--- src/rtl/gpio_irq_ctrl.sv ---
// -----------------------------------------------------------------------------
// gpio_irq_ctrl
//
// GPIO controller core that sits between the register file and the pad-level
// tri-state buffers. It provides:
//   - a per-pin input synchroniser followed by a per-pin debounce filter
//   - per-pin edge interrupts (rising / falling / both) with sticky W1C
//     status bits and one masked, registered aggregate interrupt line
//   - an output data register with atomic per-bit set / clear / toggle
//
// Parameters:
//   WIDTH           number of GPIO pins
//   SYNC_STAGES     synchroniser depth per input pin (2..4)
//   DEBOUNCE_CYCLES stable cycles needed to accept a new level (0 = bypass)
//   CNT_W           debounce counter width (DEBOUNCE_CYCLES < 2**CNT_W)
//
// Ports:
//   clk, rst            clock and synchronous active-high reset
//   pin_in              raw pad input (asynchronous to clk)
//   pin_out, pin_oe     pad output data and output enable (1 = drive)
//   dir_wr, dir_wdata   load the direction register
//   out_wr, out_wdata   load the output data register
//   out_set/clr/tgl     per-bit atomic strobes on the output register
//   irq_mode            two bits per pin: 00 off, 01 rise, 10 fall, 11 both
//   irq_en              per-pin mask for the irq line
//   irq_clr             per-bit write-one-to-clear for irq_status
//   data_in             debounced, synchronised pin state
//   irq_status          sticky edge flags
//   irq                 registered OR of (irq_status & irq_en)
// -----------------------------------------------------------------------------
module gpio_irq_ctrl #(
  parameter int WIDTH           = 8,
  parameter int SYNC_STAGES     = 2,
  parameter int DEBOUNCE_CYCLES = 4,
  parameter int CNT_W           = 8
) (
  input  logic                 clk,
  input  logic                 rst,
  input  logic [WIDTH-1:0]     pin_in,
  output logic [WIDTH-1:0]     pin_out,
  output logic [WIDTH-1:0]     pin_oe,
  input  logic                 dir_wr,
  input  logic [WIDTH-1:0]     dir_wdata,
  input  logic                 out_wr,
  input  logic [WIDTH-1:0]     out_wdata,
  input  logic [WIDTH-1:0]     out_set,
  input  logic [WIDTH-1:0]     out_clr,
  input  logic [WIDTH-1:0]     out_tgl,
  input  logic [2*WIDTH-1:0]   irq_mode,
  input  logic [WIDTH-1:0]     irq_en,
  input  logic [WIDTH-1:0]     irq_clr,
  output logic [WIDTH-1:0]     data_in,
  output logic [WIDTH-1:0]     irq_status,
  output logic                 irq
);

  // ---------------------------------------------------------------------------
  // Helper functions
  // ---------------------------------------------------------------------------

  // Per-pin edge qualification: bit 2i enables rising, bit 2i+1 enables falling.
  function automatic logic [WIDTH-1:0] edge_hits(
    input logic [WIDTH-1:0]   rise,
    input logic [WIDTH-1:0]   fall,
    input logic [2*WIDTH-1:0] mode
  );
    logic [WIDTH-1:0] hits;
    hits = '0;
    for (int i = 0; i < WIDTH; i++) begin
      hits[i] = (rise[i] & mode[2*i]) | (fall[i] & mode[2*i+1]);
    end
    return hits;
  endfunction

  // Output register next value. Priority per bit: write > clear > set > toggle,
  // so a bit with both clear and set ends up cleared.
  function automatic logic [WIDTH-1:0] out_next(
    input logic [WIDTH-1:0] cur,
    input logic             wr,
    input logic [WIDTH-1:0] wdata,
    input logic [WIDTH-1:0] set_m,
    input logic [WIDTH-1:0] clr_m,
    input logic [WIDTH-1:0] tgl_m
  );
    logic [WIDTH-1:0] nxt;
    nxt = cur;
    for (int i = 0; i < WIDTH; i++) begin
      if (wr) begin
        nxt[i] = wdata[i];
      end else if (clr_m[i]) begin
        nxt[i] = 1'b0;
      end else if (set_m[i]) begin
        nxt[i] = 1'b1;
      end else if (tgl_m[i]) begin
        nxt[i] = ~cur[i];
      end else begin
        nxt[i] = cur[i];
      end
    end
    return nxt;
  endfunction

  // ---------------------------------------------------------------------------
  // Input synchroniser
  // ---------------------------------------------------------------------------
  logic [SYNC_STAGES-1:0][WIDTH-1:0] sync_q;
  logic [WIDTH-1:0]                  sync_s;

  // Shift raw pad levels through the synchroniser chain.
  always_ff @(posedge clk) begin
    if (rst) begin
      sync_q <= '0;
    end else begin
      sync_q[0] <= pin_in;
      for (int s = 1; s < SYNC_STAGES; s++) begin
        sync_q[s] <= sync_q[s-1];
      end
    end
  end

  assign sync_s = sync_q[SYNC_STAGES-1];

  // ---------------------------------------------------------------------------
  // Debounce
  // ---------------------------------------------------------------------------
  logic [WIDTH-1:0] data_in_q;
  logic [WIDTH-1:0] data_in_d;

  generate
    if (DEBOUNCE_CYCLES > 0) begin : g_debounce
      localparam logic [CNT_W-1:0] CntMax = CNT_W'(DEBOUNCE_CYCLES - 1);
      localparam logic [CNT_W-1:0] CntOne = CNT_W'(1);

      logic [WIDTH-1:0][CNT_W-1:0] cnt_q;
      logic [WIDTH-1:0][CNT_W-1:0] cnt_d;

      // Count consecutive cycles the synchronised level differs from the
      // accepted level; any return to the accepted level restarts the count.
      // The counter is cleared on acceptance, so it never passes CntMax.
      always_comb begin
        cnt_d     = cnt_q;
        data_in_d = data_in_q;
        for (int i = 0; i < WIDTH; i++) begin
          if (sync_s[i] == data_in_q[i]) begin
            cnt_d[i] = '0;
          end else if (cnt_q[i] == CntMax) begin
            data_in_d[i] = sync_s[i];
            cnt_d[i]     = '0;
          end else begin
            cnt_d[i] = cnt_q[i] + CntOne;
          end
        end
      end

      // Debounce counter state.
      always_ff @(posedge clk) begin
        if (rst) begin
          cnt_q <= '0;
        end else begin
          cnt_q <= cnt_d;
        end
      end
    end else begin : g_no_debounce
      // Debounce bypassed: accept the synchronised level every cycle.
      always_comb begin
        data_in_d = sync_s;
      end
    end
  endgenerate

  // ---------------------------------------------------------------------------
  // Edge detect, interrupt status, output and direction registers
  // ---------------------------------------------------------------------------
  logic [WIDTH-1:0] rise_s;
  logic [WIDTH-1:0] fall_s;
  logic [WIDTH-1:0] hit_s;
  logic [WIDTH-1:0] irq_status_q;
  logic [WIDTH-1:0] irq_status_d;
  logic             irq_q;
  logic             irq_d;
  logic [WIDTH-1:0] out_q;
  logic [WIDTH-1:0] out_d;
  logic [WIDTH-1:0] dir_q;
  logic [WIDTH-1:0] dir_d;

  // Next-state logic for status, irq, output and direction registers.
  // Edges are taken from the accepted-level update so status is set on the
  // same edge data_in changes; a same-cycle clear loses against a new set.
  always_comb begin
    rise_s       = data_in_d & ~data_in_q;
    fall_s       = ~data_in_d & data_in_q;
    hit_s        = edge_hits(rise_s, fall_s, irq_mode);
    irq_status_d = (irq_status_q & ~irq_clr) | hit_s;
    irq_d        = |(irq_status_q & irq_en);
    out_d        = out_next(out_q, out_wr, out_wdata, out_set, out_clr, out_tgl);
    if (dir_wr) begin
      dir_d = dir_wdata;
    end else begin
      dir_d = dir_q;
    end
  end

  // Architectural state registers.
  always_ff @(posedge clk) begin
    if (rst) begin
      data_in_q    <= '0;
      irq_status_q <= '0;
      irq_q        <= 1'b0;
      out_q        <= '0;
      dir_q        <= '0;
    end else begin
      data_in_q    <= data_in_d;
      irq_status_q <= irq_status_d;
      irq_q        <= irq_d;
      out_q        <= out_d;
      dir_q        <= dir_d;
    end
  end

  assign pin_out    = out_q;
  assign pin_oe     = dir_q;
  assign data_in    = data_in_q;
  assign irq_status = irq_status_q;
  assign irq        = irq_q;

endmodule

--- config.mk ---
export PLATFORM = sky130hd
export DESIGN_NAME = gpio_irq_ctrl
export DESIGN_NICKNAME = d
export VERILOG_FILES = /design/src/rtl/gpio_irq_ctrl.sv
export SDC_FILE = /design/constraint.sdc
export NUM_CORES = 1
export LEC_CHECK = 0
export ABC_AREA = 1
export CORE_MARGIN = 1
export CORE_UTILIZATION = 50
export CTS_CLUSTER_DIAMETER = 40
export DETAILED_ROUTE_END_ITERATION = 12
export PLACE_DENSITY = 0.81
export SYNTH_ARGS = -nofsm -noshare
export SYNTH_HDL_FRONTEND = slang
export SYNTH_SLANG_ARGS = --single-unit
--- constraint.sdc ---
create_clock -name clk -period 1.9 [get_ports clk]
set_input_delay 0.38 -clock clk [delete_from_list [all_inputs] [get_ports clk]]
set_output_delay 0.38 -clock clk [all_outputs]
set_load 0.1 [all_outputs]
# Word-level counts from Yosys, hierarchy flattened
# Index checks and enable logic that the tools add are counted.
# classes
addsub,8
bitwise,40
eq_ne,16
muxes,48
reduce_logical,17
# ops
cell,n
$add A8 B1 Y8 const B,8
$eq A8 B2 Y1 const B,8
$mux W1,48
$and A8 B8 Y8,4
$reduce_bool A4 Y1,8
$not A8 Y8,3
$reduce_or A3 Y1,8
$and A1 B1 Y1,16
$eq A1 B1 Y1,8
$not A1 Y1,8
$or A1 B1 Y1,8
$or A8 B8 Y8,1
$reduce_or A8 Y1,1
# word_totals
out_inout_bits,33
word_cells,151
register_bits,113

# Depth between registers and ports, before layout
# Gate-level depths: netlist (run 1).
# depth
word_depth,8
depth_mapped,8
ltp_nobuf,8

# Worst setup path before layout (run 1)
# OpenSTA, ideal clock, no wires.
# synth_path
path_type,reg2reg
startpoint,register data_in_q[4] (netlist: data_in[4])
endpoint,register g_debounce.cnt_q[39] (netlist bit)
arrival_time_ns,1.595
t_required_ns,1.830
slack_ns,0.235
stages_incl_launch_ff,6
cell_sequence,dfxtp_1 -> or2_2 -> nand3_1 -> nor2_2 -> inv_2 -> a21oi_1
# synth_via
elab_chain_cells,2
# synth_rtl
item,line_no,text
start: declaration,126,logic [WIDTH-1:0] data_in_q;
start signal: assignment,212,data_in_q <= data_in_d;
$eq A1 B1 Y1,144,if (sync_s[i] == data_in_q[i]) begin
$reduce_or A3 Y1 (no source line),-,
end signal: assignment,160,cnt_q <= cnt_d;
end: declaration,134,logic [WIDTH-1:0][CNT_W-1:0] cnt_q;
# No other way between the ends.
# A chain may end at the register's enable or synchronous reset.

# Final worst setup path (run 1)
# layout_path
startpoint,register data_in_q[1] (netlist: data_in[1])
endpoint,output data_in[1]
# layout_rtl
item,line_no,text
end: declaration,52,"output logic [WIDTH-1:0] data_in,"
# No word-level cell between the ends.

==> results of run 1 <==
## state kept, by name, indices dropped and copies added (netlist names)
name and flops:
data_in 8, pin_out 8, sync_q 8, sync_s 8, g_debounce.cnt_q 64, irq 1, irq_status 8, pin_oe 8
## stage by stage
| stage | std cells | worst slack [ps] |
|---|---|---|
| 2_1_floorplan | 768 | 235 |
| 3_3_place_gp | 1015 | 249 |
| 3_5_place_dp | 1015 | 216 |
| 4_1_cts | 1045 | 256 |
| 5_1_grt | 1045 | 227 |
| 6_report | 1045 | 285 |
## cells in the final DEF (no fill, tap or decap), types with 17 or more instances in the layout
cell type        netlist  layout
nand2_1              185     185
nor2_1               135     135
inv_1                127     127
dfxtp_1              113     113
clkdlybuf4s50_1        0      83
nand3_1               48      48
a21oi_1               44      44
o21ai_0               24      24
xor2_1                19      19
buf_4                  2      19
buf_12                 0      17
## final timing paths
path,start,end,slack (ps),depth (start not counted)
worst min-delay path,pin_in[6],sync_q[6]$_SDFF_PP0_,380,3
worst min register to register,sync_q[5]$_SDFF_PP0_,sync_s[5]$_SDFF_PP0_,400,2
worst max register to register,g_debounce.cnt_q[32]$_SDFF_PP0_,irq_status[4]$_SDFF_PP0_,640,7
worst max-delay path,data_in[1]$_SDFF_PP0_,data_in[1],290,1
## area by class of cell
type / instances / area, um2 / share of cell area (%)
Clock inverter: 6 / 55.1 / 0.762
Tap cell: 136 / 170 / 2.36
Sequential cell: 113 / 2260 / 31.3
Multi-Input combinational cell: 512 / 2420 / 33.5
Timing Repair Buffer: 119 / 1310 / 18.2
Inverter: 135 / 512 / 7.09
Clock buffer: 24 / 490 / 6.79
## kinds of logic after synthesis
group	after synthesis	share of synthesized area (%)
compound gates	74	7.41
simple gates	411	33.6
buf+inv	143	10.8
xor+xnor	19	3.17
flops	113	43.1
fa+ha+maj	8	1.91
## per-layer routing
metal	global-route usage [%]	wire, um	share of wire (%)	up-vias
li1	-	-	-	2615
met1	26.2	5290	46	2105
met2	37.3	5370	47	128
met3	5.70	570	5.0	14
met4	8.78	178	1.6	0
met5	0	0	0	-
## report_power, final
| part | switching, mW | total [mW] | internal (mW) | leakage (nW) |
|---|---|---|---|---|
| Clock | 0.997 | 2.87 | 1.88 | 0.276 |
| Combinational | 0.309 | 0.539 | 0.230 | 2.14 |
| Sequential | 0.0266 | 2.45 | 2.42 | 0.918 |
==> qor.yml, run 1 <==
core_area_um2: 10200
setup_viol: 0
cts_inserted_buffers: 17
power_leakage_nw: 3.33
root_buffer: "clkbuf_8"
synth.avg_cell_area_um2: 6.84
fin_nets: 990
post-route-min-period_ps: 1610
clk_pin_slew_ps: 50
cts_buffer_depth: 2
synthTopCellsByCount: "nand2_1 (185), nor2_1 (135), inv_1 (127)"
synthTopCellsByArea: "dfxtp_1 (43%), nand2_1 (13%), nor2_1 (9.7%)"
synth_cells: 768
cpMaxStageDelayCell: "dfxtp_1"
wl_um: 11400
yosysWarnings: 0
ys_dominant_reg_cell: "dfxtp_1"
startpoint_type: "flop"
ios: 117
finClkSkew_ps: 10.0
hold_buffers: 0
port_buffers: 116
drive_above_1_share_pct: 11.6
die_y_um: 104
htreeDepth: 4
row_count: 37
setup_tns_ps: 0
drtIter0Drc: 157
syn_nets: 860
postLayoutCellArea_um2: 7220
ys_ff_latch: 113
status: "finished, final reports clean"
slew_violations: 0
ys_seq_area_share_pct: 43.1
p_total_mw: 5.86
path_class: "flop to primary output"
synth-edff-count: 0
crit_chain: "buf_12"
first_pass_iters: 4
start_util_pct: 51.3
drc: 0
critPathMaxStageDelay_ps: 500
maxCapViolCount: 0
cp_data_required_time_ps: 1520
cts_resized: 0
critPathArrivalTime_ps: 1230
cts.sinks: 113
post_cts_buffers: 0
yosys.area.top_type_share_pct: 43.1
place_congestion: 0.829
dieArea_um2: 10900
dp_hpwl_um: 8560
wl_per_cell_um: 10.9
antenna_found_initial: 0
num-fill-cells: 852
synthArstFlopShare_pct: 0
fmax_mhz: 619
diodes: 0
slew_headroom_pct: 73.0
synth_top_area_cell: "dfxtp_1"
end_kind: "primary output"
crit_fanout: 5
period_share_pct: 85.0
track_usage_pct: 21.9
vias_per_cell: 4.65
crit_buf_inv: 1
num_vias: 4862
overflow: 0
worst_hold_slack_ps: 384
syn-cell-area_um2: 5250
clkLatencyLatePin_ps: 510
power_density_nw_per_um2: 811
hp-class: "primary input to flop"
cp_top_family: "flip-flops"
grt_pass1_wl_um: 19200
irDropWorstVdd_mv: 0.537
grt_pass1_vias: 4504
yosysMostFrequentCell: "nand2_1"
final_util_pct: 70.6
ant_nets: 0
grt_start_max_net_pins: 25
tritoncts: "done"
rsz0062_at_grt: "false"
placed_area_um2: 6680
hold_viol: 0
dieWidth_um: 104
worst_slew_pin_slew_ps: 405
ys_types: 28
area_delta_synth_final_pct: 37.6
Power figures use the tool's default switching activity.
==> run 2: changes to the inputs <==
--- a/config.mk
+++ b/config.mk
@@ -7,10 +7,10 @@
 export LEC_CHECK = 0
 export ABC_AREA = 1
 export CORE_MARGIN = 1
-export CORE_UTILIZATION = 50
+export CORE_UTILIZATION = 46
 export CTS_CLUSTER_DIAMETER = 40
 export DETAILED_ROUTE_END_ITERATION = 12
-export PLACE_DENSITY = 0.81
+export PLACE_DENSITY = 0.79
 export SYNTH_ARGS = -nofsm -noshare
 export SYNTH_HDL_FRONTEND = slang
 export SYNTH_SLANG_ARGS = --single-unit
==> constraint.sdc (replaced) <==
create_clock -name clk -period 1.34 [get_ports clk]
set_input_delay 0.268 -clock clk [delete_from_list [all_inputs] [get_ports clk]]
set_output_delay 0.268 -clock clk [all_outputs]
set_load 0.1 [all_outputs]
==> run 2 against run 1 <==
Against the previous run: first-iteration DRC count grew 3.8%; worst hold slack lost 14 ps; register-to-register slack lost 570 ps; sequential share of layout area shrank 1.0 points; worst setup slack lost 240 ps; global-route usage shrank 1.1 points; via count is essentially flat; clock-buffer cell count shrank 6; critical endpoint is now irq_status[4]; highest routed layer unchanged.
==> qor.yml, run 2 (same netlist as run 1, synthesis figures left out) <==
finClkSkew_ps: 8.21
post-route-min-period_ps: 1300
wl_um: 11600
diodes: 0
startpoint_type: "flop"
cts.sinks: 113
tritoncts: "done"
num_vias: 4863
area_delta_synth_final_pct: 43.6
crit_buf_inv: 1
drive_above_1_share_pct: 14.6
hold_viol: 0
hold_depth: 3
vias_per_cell: 4.61
dieArea_um2: 11800
reg2reg_from: "g_debounce.cnt_q[16]$_SDFF_PP0_"
antenna_found_initial: 0
r2r-end: "g_debounce.cnt_q[22]$_SDFF_PP0_"
final_common_cell: "nand2_1"
grt_pass1_wl_um: 19100
top_register: "g_debounce.cnt_q"
status: "finished, final reports clean"
power_leakage_nw: 3.41
cts_inserted_buffers: 17
hp-class: "primary input to flop"
grt_pass1_vias: 4620
critPathArrivalTime_ps: 1030
port_buffers: 116
r2r_cells: 5
power_density_nw_per_um2: 1160
worst_hold_slack_ps: 369
wl_per_cell_um: 11.0
drtIter0Drc: 163
grt_start_max_net_pins: 25
clkLatencyLatePin_ps: 410
final_cell_mix: "nand2_1 (185), nor2_1 (133), inv_1 (127)"
overflow: 0
crit_chain: "buf_12"
worst_slew_pin_slew_ps: 401
r2r_slack_ps: 70
first_pass_iters: 4
path_class: "flop to primary output"
slew_headroom_pct: 73.2
row_count: 38
period_share_pct: 96.9
critPathMaxStageDelay_ps: 420
root_buffer: "clkbuf_16"
start_util_pct: 47.8
slew_violations: 0
ant_nets: 0
post_cts_buffers: 0
placed_area_um2: 6930
cts_buffer_depth: 2
crit_fanout: 3
irDropWorstVdd_mv: 0.796
postLayoutCellArea_um2: 7540
clk_pin_slew_ps: 50
largest_reg_flops: 64
htreeDepth: 4
core_area_um2: 11000
hp-start: "pin_in[6]"
cp_data_required_time_ps: 1070
track_usage_pct: 20.8
cpMaxStageDelayCell: "dfxtp_1"
die_y_um: 109
drc: 0
fmax_mhz: 770
end_kind: "primary output"
ios: 117
min_to: "sync_q[6]$_SDFF_PP0_"
cp_top_family: "flip-flops"
setup_viol: 0
fin_nets: 994
place_congestion: 0.832
maxCapViolCount: 0
dp_hpwl_um: 8570
dieWidth_um: 109
## run 2: cell types whose count changed in the layout (fill, tap and decap cells not counted), sizes merged
| cell | delta |
|---|---|
| clkbuf | -6 |
| buf | +4 |
| bufinv | +2 |
| clkinv | +3 |
| clkinvlp | +2 |
## run 2: per-stage QoR
stage	power [mW]	std cells	util (%)	setup slack [ps]	setup TNS (ps)
6_report	8.72	1054	68.6	41.0	0
3_3_place_gp	4.40	1023	63.1	-164	-7110
5_1_grt	9.00	1054	68.6	-6.77	-6.77
4_1_cts	8.78	1054	68.3	17.0	0
2_1_floorplan	3.96	768	-	9.92	0
3_5_place_dp	4.41	1023	63.1	-222	-10320
## run 2: worst max path at each step
| stage | slack (ps) | start | end | cells after the start |
|---|---|---|---|---|
| 6_report | 40 | irq_status[4]$_SDFF_PP0_ | irq_status[4] | 1 |
| 4_1_cts | 20 | irq_status[4]$_SDFF_PP0_ | irq_status[4] | 1 |
| 5_1_grt | -7 | g_debounce.cnt_q[48]$_SDFF_PP0_ | irq_status[6]$_SDFF_PP0_ | 8 |
| 3_3_place_gp | -160 | rst | g_debounce.cnt_q[42]$_SDFF_PP0_ | 6 |
| 3_5_place_dp | -220 | rst | g_debounce.cnt_q[47]$_SDFF_PP0_ | 6 |
| 2_1_floorplan | 10 | irq_status[3]$_SDFF_PP0_ | irq$_SDFF_PP0_ | 3 |
## run 2: final cells by class
cell class	instances	area, um2
tap	140	175
sequential	113	2280
fill	898	3440
timing repair buffer	123	1540
clock inverter	13	145
multi-input combinational	512	2450
clock buffer	18	429
inverter	135	512
## run 2: power breakdown
part | leakage, nW | internal [mW] | total [mW] | switching (mW)
logic | 2.20 | 0.413 | 0.847 | 0.434
registers | 0.925 | 3.43 | 3.49 | 0.0568
clock network | 0.285 | 2.87 | 4.38 | 1.51
## run 2: worst reg2reg max path: stages, from the launching register on
cell and delay (ps):
dfxtp_1 390, ha_4 160, nand3_1 160, nor3_2 230
xor2_1 180, nor2_1 50
## run 2: routing by layer
metal,vias to the layer above,global-route usage [%],part of all wire [%]
met2,120,37.9,47
met3,20,5.26,6.4
met5,-,0,0
met4,0,9.65,2.1
met1,2104,22.5,44
li1,2619,-,-
## run 2: what timing repair did
action	CTS	global route
setup endpoints to repair	0	20
resized for setup	0	8
hold buffers	0	0
hold endpoints to repair	0	0
